===== config.mk =====
export PLATFORM = sky130hd
export DESIGN_NAME = serial_subtractor
export DESIGN_NICKNAME = d
export VERILOG_FILES = /design/src/rtl/serial_sub_pkg.sv /design/src/rtl/full_subtractor.sv /design/src/rtl/serial_subtractor.sv
export SDC_FILE = /design/constraint.sdc
export NUM_CORES = 1
export LEC_CHECK = 0
export CAP_MARGIN = 20
export CORE_MARGIN = 5
export CORE_UTILIZATION = 40
export DETAILED_ROUTE_END_ITERATION = 12
export SLEW_MARGIN = 20
export SYNTH_ARGS = -nofsm -noshare
export SYNTH_HDL_FRONTEND = slang
export SYNTH_HIERARCHICAL = 1
export SYNTH_SLANG_ARGS = --single-unit

===== constraint.sdc =====
create_clock -name clk -period 3.96 [get_ports clk]
set_clock_uncertainty 0.2 [all_clocks]
set_input_delay 0.396 -clock clk [delete_from_list [all_inputs] [get_ports clk]]
set_output_delay 0.396 -clock clk [all_outputs]
set_load 0.02 [all_outputs]

===== src/rtl/serial_sub_pkg.sv =====
// Shared types and defaults for the bit-serial subtractor.
package serial_sub_pkg;

  typedef enum logic [1:0] {IDLE, SHIFT, DONE} sub_state_t;

  localparam int DEFAULT_WIDTH = 8;

endpackage


===== src/rtl/full_subtractor.sv =====
// One-bit full subtractor cell: computes a - b - borrow_in.
module full_subtractor (
  input  logic a_in,
  input  logic b_in,
  input  logic borrow_in,
  output logic diff_out,
  output logic borrow_out
);

  assign diff_out   = a_in ^ b_in ^ borrow_in;
  assign borrow_out = (~a_in & b_in) | (~(a_in ^ b_in) & borrow_in);

endmodule


===== src/rtl/serial_subtractor.sv =====
// Bit-serial, LSB-first A - B using one full-subtractor cell and a registered borrow.
module serial_subtractor
  import serial_sub_pkg::*;
#(
  parameter int WIDTH = DEFAULT_WIDTH
) (
  input  logic             clk,
  input  logic             rst_n,
  input  logic             start_in,
  input  logic [WIDTH-1:0] a_in,
  input  logic [WIDTH-1:0] b_in,
  output logic             busy_out,
  output logic             diff_bit_out,
  output logic             diff_bit_valid_out,
  output logic [WIDTH-1:0] diff_out,
  output logic             borrow_out,
  output logic             done_out
);

  localparam int CW = (WIDTH > 1) ? $clog2(WIDTH) : 1;
  localparam logic [CW-1:0] LAST_BIT = CW'(WIDTH - 1);

  sub_state_t       state;
  logic [WIDTH-1:0] a_sr;
  logic [WIDTH-1:0] b_sr;
  logic [WIDTH-1:0] res_sr;
  logic [CW-1:0]    cnt;
  logic             borrow;
  logic             cell_diff;
  logic             cell_borrow;

  full_subtractor u_cell (
    .a_in       (a_sr[0]),
    .b_in       (b_sr[0]),
    .borrow_in  (borrow),
    .diff_out   (cell_diff),
    .borrow_out (cell_borrow)
  );

  assign busy_out           = (state != IDLE);
  assign diff_bit_valid_out = (state == SHIFT);
  // Gate so that leftover register contents never show outside SHIFT.
  assign diff_bit_out       = (state == SHIFT) & cell_diff;

  always_ff @(posedge clk or negedge rst_n) begin
    if (!rst_n) begin
      state      <= IDLE;
      a_sr       <= '0;
      b_sr       <= '0;
      res_sr     <= '0;
      cnt        <= '0;
      borrow     <= 1'b0;
      diff_out   <= '0;
      borrow_out <= 1'b0;
      done_out   <= 1'b0;
    end else begin
      case (state)
        IDLE: begin
          done_out <= 1'b0;
          if (start_in) begin
            a_sr   <= a_in;
            b_sr   <= b_in;
            borrow <= 1'b0;
            cnt    <= '0;
            state  <= SHIFT;
          end
        end
        SHIFT: begin
          a_sr   <= a_sr >> 1;
          b_sr   <= b_sr >> 1;
          borrow <= cell_borrow;
          res_sr <= {cell_diff, res_sr[WIDTH-1:1]};
          // Counter saturates at the last bit; the final bit goes straight to diff_out.
          if (cnt == LAST_BIT) begin
            diff_out   <= {cell_diff, res_sr[WIDTH-1:1]};
            borrow_out <= cell_borrow;
            done_out   <= 1'b1;
            state      <= DONE;
          end else begin
            cnt <= cnt + 1'b1;
          end
        end
        DONE: begin
          done_out <= 1'b0;
          if (start_in) begin
            a_sr   <= a_in;
            b_sr   <= b_in;
            borrow <= 1'b0;
            cnt    <= '0;
            state  <= SHIFT;
          end else begin
            state <= IDLE;
          end
        end
        default: state <= IDLE;
      endcase
    end
  end

endmodule


==> flow_summary.ini <==
[routing]
route.detailed.drc = 0
via_per_inst = 5.17
num_vias = 1247
wire_per_inst_um = 15.4
first_pass_iters = 4
drtAntennaViolNets = 0
wl_um = 3720
drt_iter0_drc = 93

[sta]
setup_viol = 0
worst_pin_slew_ns = 0.840
clock.fmax_ghz = 0.383
fin_crit_ns = 2.61
finalCritPeriodShare = 0.659
fin_setup_tns_ns = 0
drv_slew = 0
rsz0062_at_grt = false
relSlewSlack = 0.440
hold_viol_final = 0

[power]
p_sw_frac = 0.336
power.switching_w = 0.000638
seq_power_share = 0.374
internal_power_w = 0.00126
power_w = 0.00190
power_leakage_nw = 0.978
power_density_nw_per_um2 = 812
power_frac_clock = 0.203
ir_worst_vdd_v = 0.000535
comb_power_share = 0.422

[synthesis]
muxShareOfSynthArea = 0.182
yosysWarningCount = 6
yosys.area.top_type = dfrtp_1
synthCells = 156
synth_nets = 178
synthAdderAreaFrac = 0.0240
synth_top_family_by_area = multiplexers
synth_area_um2 = 1880
synth-simple-area-share = 0.105
synth_seq_area_share = 0.519
synthXorXnorAreaFrac = 0.00466
synth_top_area_frac = 0.519
ys_ff_latch = 39
synth_cell_types = 29
synth-compound-area-share = 0.122
synthTopCellsByArea = dfrtp_1 (52%), mux2_2 (10%), mux2i_1 (8.0%)
syn_avg_cell_area_um2 = 12.0

[placement]
place_congestion = 0.769
hpwl_um = 2570
portBuffers = 31

[finish]
syn2layout_area_growth_pct = 24.5
fillers = 430
drive_above_1_share = 0.171
finalNetCount = 208
most-common-layout-cells = dfrtp_1 (39), clkdlybuf4s50_1 (30), mux2_2 (17)
final_common_cell = dfrtp_1
antenna_cells = 0

[worst_setup_path]
critical_path_arrival_ns = 2.02
crit_required_ns = 3.36
crit_slowest_cell = clkdlybuf4s50_1
critical_path_class = reg -> out
end_kind = output port
critPathLaunchType = flop
slowest_delay_ns = 0.60
crit_chain = fa_1, and2_1, clkdlybuf4s50_1
cp_max_fo = 3

[run]
maxCapViolCount = 0

[floorplanning]
start_util = 0.406
die_area_um2 = 6170
die_w_um = 78.5
io-pin-count = 32
dieHeight_um = 78.5
placementRows = 25
core_area_um2 = 4630

[clock_tree]
clk_pin_slew_ns = 0.08
cts_setup_buffers = 0
clock_sinks = 39
cts-root-buf = clkbuf_8
cts_tree = built
ctsResizeCount = 0
clock_path_buffers = 2
cts_max_level = 2
cts_hold_buf = 0
numCtsBuffers = 5
clock_insertion_delay_worst_skew_ns = 0.29

[grt]
grt_max_degree = 43
grt_pass1_vias = 1313
grt_pass1_wl_um = 6520
antenna_found_initial = 0
track_usage = 0.136
grt_overflow = 0

[hold_path]
hp-class = in -> async

[run_status]
status = complete, no violations
==> through the flow <==
step / hold slack, ns / cells / utilization / instance area (um^2) / setup slack (ns)
4_1_cts: 0.0399 / 241 / 0.505 / 2340 / 1.33
5_1_grt: 0.0723 / 241 / 0.505 / 2340 / 1.27
3_5_place_dp: 0.287 / 233 / 0.477 / 2210 / 1.61
3_3_place_gp: 0.275 / 233 / 0.477 / 2210 / 1.65
2_1_floorplan: -0.0996 / 156 / - / 1880 / 2.20
6_report: 0.00572 / 241 / 0.505 / 2340 / 1.35
==> flip-flops by register name, indices dropped and copies added (netlist names) <==
name and count:
diff_out 8, borrow 1, res_sr 7, a_sr 8, b_sr 8, state 2
cnt 3, done_out 1, borrow_out 1
==> Yosys cell counts <==
| cell type | instances |
|---|---|
| nand3_1 | 4 |
| fa_1 | 1 |
| buf_4 | 2 |
| a221o_1 | 1 |
| nor2b_4 | 1 |
| a211oi_1 | 13 |
| dfrtp_1 | 39 |
| mux2_2 | 17 |
| buf_2 | 3 |
| clkbuf_1 | 4 |
| o21ai_0 | 2 |
| a21oi_1 | 13 |
| a22o_1 | 1 |
| o21a_1 | 1 |
| mux2i_1 | 15 |
| nor2b_1 | 15 |
| nor2_1 | 1 |
| or2_2 | 1 |
| ha_1 | 2 |
| buf_6 | 2 |
| o211ai_1 | 2 |
| nand2_1 | 4 |
| xor2_1 | 1 |
| a21o_1 | 2 |
| nand2_4 | 1 |
| and2_1 | 1 |
| nor3b_1 | 2 |
| inv_1 | 4 |
| nor2_4 | 1 |
==> cell type report <==
type                            instances  area, um^2  area share
Multi-Input combinational cell        102         821       0.351
Timing Repair Buffer                   34         328       0.140
Clock buffer                            6        72.6      0.0310
Sequential cell                        39         976       0.417
Inverter                                4        15.0     0.00642
Clock inverter                          2        60.1      0.0257
Tap cell                               54        67.6      0.0289
==> layer usage <==
metal / vias to the layer above / part of all wire / global-route usage
met3: 4 / 0.059 / 0.0528
met5: - / 0 / 0
met2: 26 / 0.46 / 0.204
li1: 615 / - / -
met4: 0 / 0.0086 / 0.0420
met1: 602 / 0.47 / 0.180
==> path summary, 6_finish.rpt <==
path | start | endpoint | depth (start not counted) | slack [ns]
min reg2reg | done_out$_DFFE_PN0P_ | done_out$_DFFE_PN0P_ | 1 | 0.30
min in group clk | done_out$_DFFE_PN0P_ | done_out$_DFFE_PN0P_ | 1 | 0.30
max reg2reg | cnt[0]$_DFFE_PN0P_ | diff_out[6]$_DFFE_PN0P_ | 4 | 2.24
max | a_sr[0]$_DFFE_PN0P_ | diff_bit_out | 3 | 1.35
max in group asynchronous | rst_n | a_sr[2]$_DFFE_PN0P_ | 1 | 3.02
min | rst_n | a_sr[6]$_DFFE_PN0P_ | 1 | 0.006
==> logic make-up (layout without fill, tap and decap cells) <==
logic type               after synthesis  in the layout
AO/OA/AOI/OAI                         35             35
buffers and inverters                 15             46
multiplexers                          32             32
AND/OR/NAND/NOR                       31             31
XOR/XNOR                               1              1
flip-flops                            39             39
adder cells (fa/ha/maj)                3              3
==> power groups by stage <==
| stage | registers, W | clock network, W | logic [W] |
|---|---|---|---|
| floorplan | 0.000743 | 0 | 0.000515 |
| global placement | 0.000711 | 0 | 0.000784 |
| detailed placement | 0.000720 | 0 | 0.000810 |
| CTS | 0.000714 | 0.000400 | 0.000815 |
| global route | 0.000744 | 0.000422 | 0.000885 |
| finish | 0.000711 | 0.000386 | 0.000802 |
==> worst max-delay path, delay by kind of cell (launching register included) <==
family        cells  cell delay [ns]
fa+ha+maj         1             0.59
simple gates      1             0.14
flops             1             0.40
buf+inv           1             0.60
No activity file was read; power rests on OpenSTA's default activity.
